===== config.mk =====
export PLATFORM = sky130hd
export DESIGN_NAME = mac_tx_gmii
export DESIGN_NICKNAME = d
export VERILOG_FILES = /design/src/rtl/mac_pkg.sv /design/src/rtl/crc32_d8.sv /design/src/rtl/mac_tx_gmii.sv
export SDC_FILE = /design/constraint.sdc
export NUM_CORES = 1
export LEC_CHECK = 0
export CAP_MARGIN = 20
export CORE_ASPECT_RATIO = 0.6
export CORE_MARGIN = 2
export CORE_UTILIZATION = 58
export DETAILED_ROUTE_END_ITERATION = 7
export GPL_ROUTABILITY_DRIVEN = 0
export PLACE_DENSITY = 0.77
export REMOVE_ABC_BUFFERS = 1
export SLEW_MARGIN = 10
export SYNTH_ARGS = -nofsm -noshare
export SYNTH_HDL_FRONTEND = slang
export SYNTH_HIERARCHICAL = 1
export SYNTH_SLANG_ARGS = --single-unit

===== constraint.sdc =====
create_clock -name clk -period 2.7 [get_ports clk]
set_input_delay 0.54 -clock clk [delete_from_list [all_inputs] [get_ports clk]]
set_output_delay 0.54 -clock clk [all_outputs]
set_load 0.05 [all_outputs]

===== src/rtl/mac_pkg.sv =====
// rtl/mac_pkg.sv - shared MAC constants, TX state type and CRC-32 byte step
package mac_pkg;

  localparam logic [7:0]  PREAMBLE_BYTE = 8'h55;
  localparam logic [7:0]  SFD_BYTE      = 8'hD5;
  localparam logic [31:0] CRC_POLY      = 32'h04C11DB7;
  localparam logic [31:0] CRC_INIT      = 32'hFFFFFFFF;
  localparam logic [31:0] CRC_RESIDUE   = 32'hC704DD7B;

  typedef enum logic [3:0] {
    S_IDLE,
    S_PTR_WAIT,
    S_PTR_LATCH,
    S_PREAMBLE,
    S_DATA,
    S_PAD,
    S_FCS,
    S_DRAIN,
    S_IFG
  } tx_state_e;

  function automatic logic [31:0] reflect32(input logic [31:0] v);
    logic [31:0] r;
    for (int i = 0; i < 32; i++) r[i] = v[31-i];
    return r;
  endfunction

  // Ethernet bit order is LSB first, so the register shifts right with the reflected polynomial.
  function automatic logic [31:0] crc32_next8(input logic [31:0] crc, input logic [7:0] d);
    logic [31:0] c;
    logic [31:0] poly_r;
    poly_r = reflect32(CRC_POLY);
    c = crc ^ {24'h0, d};
    for (int i = 0; i < 8; i++) c = c[0] ? ((c >> 1) ^ poly_r) : (c >> 1);
    return c;
  endfunction

endpackage


===== src/rtl/crc32_d8.sv =====
// rtl/crc32_d8.sv - byte-wide CRC-32 accumulator with init and enable
module crc32_d8
  import mac_pkg::*;
(
  input  logic        clk,
  input  logic        rst,
  input  logic        init_i,
  input  logic        en_i,
  input  logic [7:0]  data_i,
  output logic [31:0] crc_o
);

  logic [31:0] crc_q, crc_d;

  always_comb begin
    crc_d = crc_q;
    if (init_i)    crc_d = CRC_INIT;
    else if (en_i) crc_d = crc32_next8(crc_q, data_i);
  end

  always_ff @(posedge clk) begin
    if (rst) crc_q <= CRC_INIT;
    else     crc_q <= crc_d;
  end

  assign crc_o = crc_q;

endmodule


===== src/rtl/mac_tx_gmii.sv =====
// rtl/mac_tx_gmii.sv - GMII transmit framer: preamble/SFD, pad, FCS, inter-frame gap
// Build option: define MAC_TX_PAD_EN to pad short frames up to MIN_LEN.
module mac_tx_gmii
  import mac_pkg::*;
#(
  parameter int IFG_CYCLES = 12,
  parameter int MIN_LEN    = 60,
  parameter int MAX_LEN    = 1514
) (
  input  logic        clk,
  input  logic        rst,
  output logic        tx_ptr_fifo_rd,
  input  logic [15:0] tx_ptr_fifo_din,
  input  logic        tx_ptr_fifo_empty,
  output logic        tx_data_fifo_rd,
  input  logic [7:0]  tx_data_fifo_din,
  output logic [7:0]  gmii_txd,
  output logic        gmii_tx_en,
  output logic        gmii_tx_er,
  output logic        frame_done,
  output logic        frame_drop
);

  localparam int IFGW = $clog2(IFG_CYCLES + 1);
  // The pop/wait/latch pipeline supplies the last three idle cycles of the gap.
  localparam logic [IFGW-1:0] IFG_WAIT = IFGW'(IFG_CYCLES - 3);

  tx_state_e        state_q, state_d;
  logic             ptr_rd_q, ptr_rd_d, data_rd_q, data_rd_d;
  logic [7:0]       txd_q, txd_d;
  logic             tx_en_q, tx_en_d, tx_er_q, done_q, done_d, drop_q, drop_d;
  logic [10:0]      rd_left_q, rd_left_d, data_left_q, data_left_d;
  logic [2:0]       pre_q, pre_d;
  logic [1:0]       fcs_q, fcs_d;
  logic [IFGW-1:0]  ifg_q, ifg_d;
  logic             crc_init, crc_en;
  logic [7:0]       crc_data;
  logic [31:0]      crc_q, fcs_word;
  logic [10:0]      len;
  logic [4:0]       unused_din;
`ifdef MAC_TX_PAD_EN
  logic [5:0]       pad_q, pad_d;
`else
  logic [10:0]      unused_min;
  assign unused_min = 11'(MIN_LEN);
`endif

  assign len        = tx_ptr_fifo_din[10:0];
  assign unused_din = tx_ptr_fifo_din[15:11];
  assign fcs_word   = ~crc_q;

  crc32_d8 u_crc (
    .clk    (clk),
    .rst    (rst),
    .init_i (crc_init),
    .en_i   (crc_en),
    .data_i (crc_data),
    .crc_o  (crc_q)
  );

  always_comb begin
    state_d     = state_q;
    ptr_rd_d    = 1'b0;
    data_rd_d   = 1'b0;
    txd_d       = 8'h00;
    tx_en_d     = 1'b0;
    done_d      = 1'b0;
    drop_d      = 1'b0;
    rd_left_d   = rd_left_q;
    data_left_d = data_left_q;
    pre_d       = pre_q;
    fcs_d       = fcs_q;
    ifg_d       = ifg_q;
    crc_init    = 1'b0;
    crc_en      = 1'b0;
    crc_data    = tx_data_fifo_din;
`ifdef MAC_TX_PAD_EN
    pad_d       = pad_q;
`endif
    case (state_q)
      S_IDLE: if (!tx_ptr_fifo_empty) begin
        ptr_rd_d = 1'b1;
        state_d  = S_PTR_WAIT;
      end
      S_PTR_WAIT: state_d = S_PTR_LATCH;
      S_PTR_LATCH: begin
        rd_left_d   = len;
        data_left_d = len;
        pre_d       = 3'd0;
        fcs_d       = 2'd0;
        crc_init    = 1'b1;
`ifdef MAC_TX_PAD_EN
        pad_d = (len < 11'(MIN_LEN)) ? 6'(MIN_LEN - int'(len)) : 6'd0;
`endif
        if (len == 11'd0)                state_d = S_IDLE;
        else if (len > 11'(MAX_LEN))     state_d = S_DRAIN;
        else                             state_d = S_PREAMBLE;
      end
      S_PREAMBLE: begin
        tx_en_d = 1'b1;
        txd_d   = (pre_q == 3'd7) ? SFD_BYTE : PREAMBLE_BYTE;
        pre_d   = pre_q + 3'd1;
        if (pre_q == 3'd7) state_d = S_DATA;
      end
      S_DATA: begin
        tx_en_d     = 1'b1;
        txd_d       = tx_data_fifo_din;
        crc_en      = 1'b1;
        data_left_d = data_left_q - 11'd1;
        if (data_left_q == 11'd1) begin
`ifdef MAC_TX_PAD_EN
          state_d = (pad_q != 6'd0) ? S_PAD : S_FCS;
`else
          state_d = S_FCS;
`endif
        end
      end
`ifdef MAC_TX_PAD_EN
      S_PAD: begin
        tx_en_d  = 1'b1;
        crc_en   = 1'b1;
        crc_data = 8'h00;
        pad_d    = pad_q - 6'd1;
        if (pad_q == 6'd1) state_d = S_FCS;
      end
`endif
      S_FCS: begin
        tx_en_d = 1'b1;
        txd_d   = fcs_word[{fcs_q, 3'b000} +: 8];
        fcs_d   = fcs_q + 2'd1;
        if (fcs_q == 2'd3) begin
          done_d  = 1'b1;
          ifg_d   = IFG_WAIT;
          state_d = S_IFG;
        end
      end
      S_IFG: begin
        ifg_d = ifg_q - IFGW'(1);
        if (ifg_q == IFGW'(1)) state_d = S_IDLE;
      end
      S_DRAIN: begin
        data_rd_d = 1'b1;
        rd_left_d = rd_left_q - 11'd1;
        if (rd_left_q == 11'd1) begin
          drop_d  = 1'b1;
          state_d = S_IDLE;
        end
      end
      default: state_d = S_IDLE;
    endcase
    // Reads lead the wire by two cycles: one for FIFO latency, one for the output register.
    if (((state_q == S_PREAMBLE) && (pre_q >= 3'd6)) || (state_q == S_DATA)) begin
      if (rd_left_q != 11'd0) begin
        data_rd_d = 1'b1;
        rd_left_d = rd_left_q - 11'd1;
      end
    end
  end

  always_ff @(posedge clk) begin
    if (rst) begin
      state_q     <= S_IDLE;
      ptr_rd_q    <= 1'b0;
      data_rd_q   <= 1'b0;
      txd_q       <= 8'h00;
      tx_en_q     <= 1'b0;
      tx_er_q     <= 1'b0;
      done_q      <= 1'b0;
      drop_q      <= 1'b0;
      rd_left_q   <= 11'd0;
      data_left_q <= 11'd0;
      pre_q       <= 3'd0;
      fcs_q       <= 2'd0;
      ifg_q       <= '0;
`ifdef MAC_TX_PAD_EN
      pad_q       <= 6'd0;
`endif
    end else begin
      state_q     <= state_d;
      ptr_rd_q    <= ptr_rd_d;
      data_rd_q   <= data_rd_d;
      txd_q       <= txd_d;
      tx_en_q     <= tx_en_d;
      tx_er_q     <= 1'b0;
      done_q      <= done_d;
      drop_q      <= drop_d;
      rd_left_q   <= rd_left_d;
      data_left_q <= data_left_d;
      pre_q       <= pre_d;
      fcs_q       <= fcs_d;
      ifg_q       <= ifg_d;
`ifdef MAC_TX_PAD_EN
      pad_q       <= pad_d;
`endif
    end
  end

  assign tx_ptr_fifo_rd  = ptr_rd_q;
  assign tx_data_fifo_rd = data_rd_q;
  assign gmii_txd        = txd_q;
  assign gmii_tx_en      = tx_en_q;
  assign gmii_tx_er      = tx_er_q;
  assign frame_done      = done_q;
  assign frame_drop      = drop_q;

endmodule


[After elaboration in Yosys (flattened, before gate mapping)]
Cells that the tools add are included.
Storage, ports and cells
  logic and storage cells: 104
  output and inout port bits: 14
  register bits after elaboration: 80
  bits of input ports: 27
Cells by class
  bitwise logic cells: 13
  reductions and logical operators: 16
  order comparisons: 2
  mux-type cells: 36
  add/sub/neg operators: 5
  shift operators: 1
  eq/ne operators: 18
Operator list (count)
  32-bit two-way mux: 8
  13-bit NOT with 14-bit output: 8
  11-bit case mux with 2 select lines: 2
  32-bit NOT: 1
  4-bit case mux with 8 select lines: 1
  32-bit by 6-bit variable part select with 8-bit output: 1
  32-bit by 8-bit XOR with 32-bit output: 1
  4-bit two-way mux: 7
  8-bit case mux with 3 select lines: 1
  11-bit by 1-bit == test with 1-bit output (second input constant): 2
  11-bit two-way mux: 2
  11-bit by 1-bit subtractor with 11-bit output (second input constant): 2
  4-bit by 3-bit == test with 1-bit output (second input constant): 3
  2-bit != test (second input constant): 6
  11-bit greater-than comparator (second input constant): 1
  11-bit logical NOT: 1
  11-bit nonzero test: 1
  1-bit two-way mux: 9
  4-bit by 1-bit == test with 1-bit output (second input constant): 2
  4-bit by 2-bit == test with 1-bit output (second input constant): 2
  8-bit two-way mux: 1
  4-bit case mux with 2 select lines: 1
  2-bit nonzero test: 4
  2-bit OR reduction: 4
  other kinds (17): 20

[Depth between registers and ports, before layout]
  depth after elaboration: 17
  gate-level depth with buffers: 10
  gate-level depth less buffers: 7

[By module]
Netlist, hierarchy kept.
Modules (own cells, without submodules)
  mac_tx_gmii: sequential area each 960.9 um^2, times used 1, cells each 323, area an instance 2866.5 um^2
  crc32_d8: sequential area each 640.6 um^2, times used 1, cells each 198, area an instance 1859.3 um^2

[Least setup slack after synthesis]
Ideal clock, no wire load.
  path kind: register to register
  from: reg state_q[3]
  to: reg u_crc.crc_q[21] (netlist: u_crc/crc_o[21])
  arrival time: 2.264 ns
  library setup time: 0.130 ns
  period minus slack after synthesis: 2.394 ns
  path buffers: 5
  required time: 2.570 ns
  slack: 0.306 ns
  stages on the path, launching flop included: 11
  cell sequence: dfxtp_1 -> buf_6 -> or4b_1 -> buf_6 -> inv_6 -> buf_2 -> clkbuf_1 -> inv_2 -> buf_1 -> a21boi_0 -> o31ai_2
On the way
  elaborated cells on any way between the ends: 5
  classes of those cells: eq/ne (2); mux (2); reduce/logical (1)
RTL lines
  start, declared: line mac_tx_gmii.sv:28  | tx_state_e state_q, state_d;
  start signal, assigned: line mac_tx_gmii.sv:179  | state_q <= state_d;
  4-bit by 3-bit == test with 1-bit output: line mac_tx_gmii.sv:80  | case (state_q)
  1-bit two-way mux: line mac_tx_gmii.sv:80
  via crc_en: line mac_tx_gmii.sv:36  | logic crc_init, crc_en;
  end signal, assigned: line crc32_d8.sv:23  | else crc_q <= crc_d;
  end, declared: line crc32_d8.sv:13  | logic [31:0] crc_q, crc_d;
The timed path passes the listed nets, and every way through them passes these cells.
A chain may end at the register's enable or synchronous reset.

[Worst setup path in the final report]
  from: in tx_data_fifo_din[4]
  to: reg u_crc.crc_q[23] (netlist: u_crc/crc_o[23])
On the way
  longest elaborated chain between the ends: 11
Ends and longest elaborated chain
  start, declared: line mac_tx_gmii.sv:16  | input logic [7:0] tx_data_fifo_din,
  32-bit by 8-bit XOR with 32-bit output (*): line mac_pkg.sv:33  | c = crc ^ {24'h0, d};
  32-bit two-way mux (*) (6 in series): line mac_pkg.sv:34  | for (int i = 0; i < 8; i++) c = c[0] ? ((c >> 1) ^ poly_r) : (c >> 1);
  13-bit NOT with 14-bit output (no source line)
  32-bit two-way mux (*): line mac_pkg.sv:34
  13-bit NOT with 14-bit output (no source line)
  32-bit two-way mux (*): line mac_pkg.sv:34
Mark *: on every way between the ends. The rest lies on a longest branch, timed or not.

==> impl_results.md <==
- Number of top-level design ports: 41
- Skew-Pair Late Insertion Delay: roughly 0.35 ns
- Worst r2r src: state_q[0]
- Clock sinks: 80
- Most common flop cell mapped by yosys: dfxtp_1
- Cell breakdown of the critical path: clkdlybuf4s50_1 > xnor2_1 > xnor2_1 > buf_4 > xnor2_1 > xnor2_1 > o211ai_1
- Number of antenna violations at the first check in global routing: 0
- Max Clock Freq: roughly 420 MHz
- Cell internal power dissipation: around 3.0 mW
- Number of cells traversed by the worst hold path: 2
- Unrepaired setup endpoints after global routing: false
- Power after layout: between 4 and 5 mW
- Max-slew headroom at the worst pin: 46.77%
- Routed WL per cell: 17.03 µm
- Proportion of synthesized chip area in sequential cells: about a third
- Main area contributors after synthesis: dfxtp_1, xnor2_1, nor2_1
- Crit-path slowest cell: xnor2_1
- Launch point of the worst path: tx_data_fifo_din[4]
- Launch point of the worst hold path: pre_q[2]
- Cell at the root of the clock tree: clkbuf_16
- Area growth, synth to finish: 17.26%
- P_sw: 1.956 mW
- Critical path startpoint category: input pin
- Cell area after layout: 5542 µm²
- Worst hold path class: reg -> reg
- Number of design rule violations left after detail routing: 0
- Final worst-path cycle share: 87.64%
- Nets@finish: 600
- Row cnt: 25
- Post-synthesis area per instance: 9.071 µm²
- Data required time of the worst path: a little under 3 ns
- CTS HTree Levels: 3
- Horiz. Die Dim: about 120 µm
- Number of buffers inserted by post-CTS setup repair: 0
- Reg2reg setup slack: 0.39 ns
- Count of distinct cell types in the synthesized netlist: 77
- Most numerous cell in the Yosys netlist: dfxtp_1
- Number of flops mapped to enable cells by yosys: 0
- Clock slew at reported path FFs: roughly 0.060 ns
- Arr. time, crit path: 2.57 ns
- Cell count of the worst reg-to-reg path: 6
- Minimum clock period after layout: 2.366 ns
- Die outline area: 8910 µm²
- Iteration-0 DRC Markers: roughly 340
- Register bit count reported by yosys: 80
- Total wirelength of the detailed-routed design: 11530 µm
- Cell type contributing the most total cell area after synthesis: dfxtp_1
- Transition time of the tightest slew-check pin: 0.7873 ns
- Via count of the first global-routing pass: 3683
- Remaining Overflow, GRT: 0
- Final max-slew violation count: 0
- Run status: completed
- Starting Density: 59.95%
- Cell area after synthesis: around 4700 µm²
- Pwr dens: approximately 900 nW/µm²
- Static leakage: 2.098 nW
- Area share of the largest cell type after synthesis: 33.89%
- Placed standard-cell area: 5256 µm²
- Number of iterations in the first detailed-routing pass: 5
- Most Frequent Cell on Critical Path: xnor2_1
- Final core utilization: between 70% and 80%
- Detailed placer's ending HPWL: ~8300 µm
- Clock tree buffer depth: 2
- Sequential cell fraction of total power: a little under a third
- Cells after synthesis: roughly 520
- Final number of hold-violating endpoints: 0
- Critical path capture point type: flop
- Core Region: a little under 8000 µm²
- Critical path type: in -> reg
- Count of maximum capacitance violations: 0
- Final worst hold slack: 0.4733 ns
- Ratio of cells with drive above 1 in the final layout: about 15%
- Setup TNS after final layout: 0 ns
- Worst reg2reg endpoint: rd_left_q[7]
- Number of hold buffers added after cts: 0
- Yosys warns: 6
- Number of buffer cells added on primary ports: 34
- Power share of the clock group: between 20 and 25%
- Number of CTS-inserted buffers: 9
- Peak ir drop on the vdd network: between 0.4 and 0.5 mV
- Via count normalized by instance count: between 5 and 6
- Diode count: 0
- Post-cts repair resize count: 0
- Remaining number of nets flagged by the antenna check after routing: 0
- Worst-case hold path end point: pre_q[2]
- Final count of negative-setup-slack endpoints: 0
- Number of fill cells in the layout: 604
- Synth top cells by count: dfxtp_1, nor2_1, xnor2_1
- Sw Ratio: around 39%
- Maximum number of pins on one net before global-route repair: 38
- Routed via count: about 4k
- Worst Path Max Fanout: 4
- Proportion of power drawn by combinational gates: a little under half
- Largest stage delay on the critical path: 0.58 ns
- Worst Skew: 0.005878 ns
- Total global-route track usage: approximately 27%
- First-pass GRT wire length: roughly 19000 µm
- Die Height: ~74 µm
- CTS tree: done
- Share of async-settable or async-resettable flops after synthesis: 0%
[final cells by class]
class	instances	area, µm²	area share [%]
Clock inverter	4	28.78	0.5193
Inverter	14	57.56	1.039
Clock buffer	12	256.5	4.629
Sequential cell	80	1602	28.90
Multi-Input combinational cell	398	2919	52.68
Timing Repair Buffer	61	543.0	9.799
Tap cell	108	135.1	2.438
[per-layer routing]
metal,GRT usage [%],up-vias,share of wire (%)
met5,0,-,0
met3,6.988,16,7.5
met1,40.47,1889,49
li1,-,1949,-
met4,8.140,0,1.3
met2,39.80,166,42
[cells in the final DEF, fill, tap and decap left out, drive strengths merged, types with 3 or more instances in the layout]
cell type      instances
and2                   4
nor3b                  6
ha                     9
o21ai                 30
a31oi                  4
a21o                   6
nand4                  5
inv                   14
nand2                 40
dfxtp                 80
a22oi                  7
o31ai                  4
a21oi                 20
xnor2                 51
buf                   27
o32ai                  4
xnor3                  3
mux4                   8
nor3                  15
nand2b                 5
a211oi                 9
nor4                   8
o211ai                13
nor2                  70
a221oi                 3
or4b                   3
nand3                  9
o22ai                 10
clkdlybuf4s50         34
xor2                  21
clkbuf                12
[metrics by stage]
step | std cells | setup slack (ns)
after global placement | 661 | 0.1065
final | 677 | 0.3338
after floorplan | 492 | 0.1785
after global routing | 677 | 0.2290
after CTS | 677 | 0.3573
after detailed placement | 661 | 0.01485
[flip-flops by register name (all words and copies together) (netlist names), 2 cells and up]
| register | count |
|---|---|
| gmii_txd | 8 |
| state_q | 4 |
| u_crc/crc_o | 32 |
| data_left_q | 11 |
| rd_left_q | 11 |
| pre_q | 3 |
| fcs_q | 2 |
| ifg_q | 4 |
[power by group through the flow]
stage	Combinational (mW)	Sequential, mW	Clock [mW]
2_1_floorplan	1.62	1.60	0
5_1_grt	2.46	1.60	1.23
3_5_place_dp	2.21	1.60	0
6_report	2.26	1.58	1.16
4_1_cts	2.23	1.57	1.18
3_3_place_gp	2.16	1.58	0
[worst max-delay path: cells and delay by family]
| kind | cells | cell delay [ns] |
|---|---|---|
| AO/OA/AOI/OAI | 1 | 0.09 |
| XOR/XNOR | 4 | 1.28 |
| buffers and inverters | 2 | 0.66 |
[cells by family after synthesis]
family / synth area share, %
xor gates and xnor gates: 17.29
other: 0.07935
adders and majority gates: 2.383
DFF: 33.89
muxes: 4.263
and+or+nand+nor: 20.31
AOI/OAI and AO/OA: 17.45
buffers and inverters: 4.342
[how the worst max path moves through the flow]
stage                            to
floorplan           u_crc/crc_o[24]
global placement    u_crc/crc_o[23]
detailed placement  u_crc/crc_o[23]
CTS                 u_crc/crc_o[23]
global route        u_crc/crc_o[23]
finish              u_crc/crc_o[23]
No activity file was read; power rests on OpenSTA's default activity.
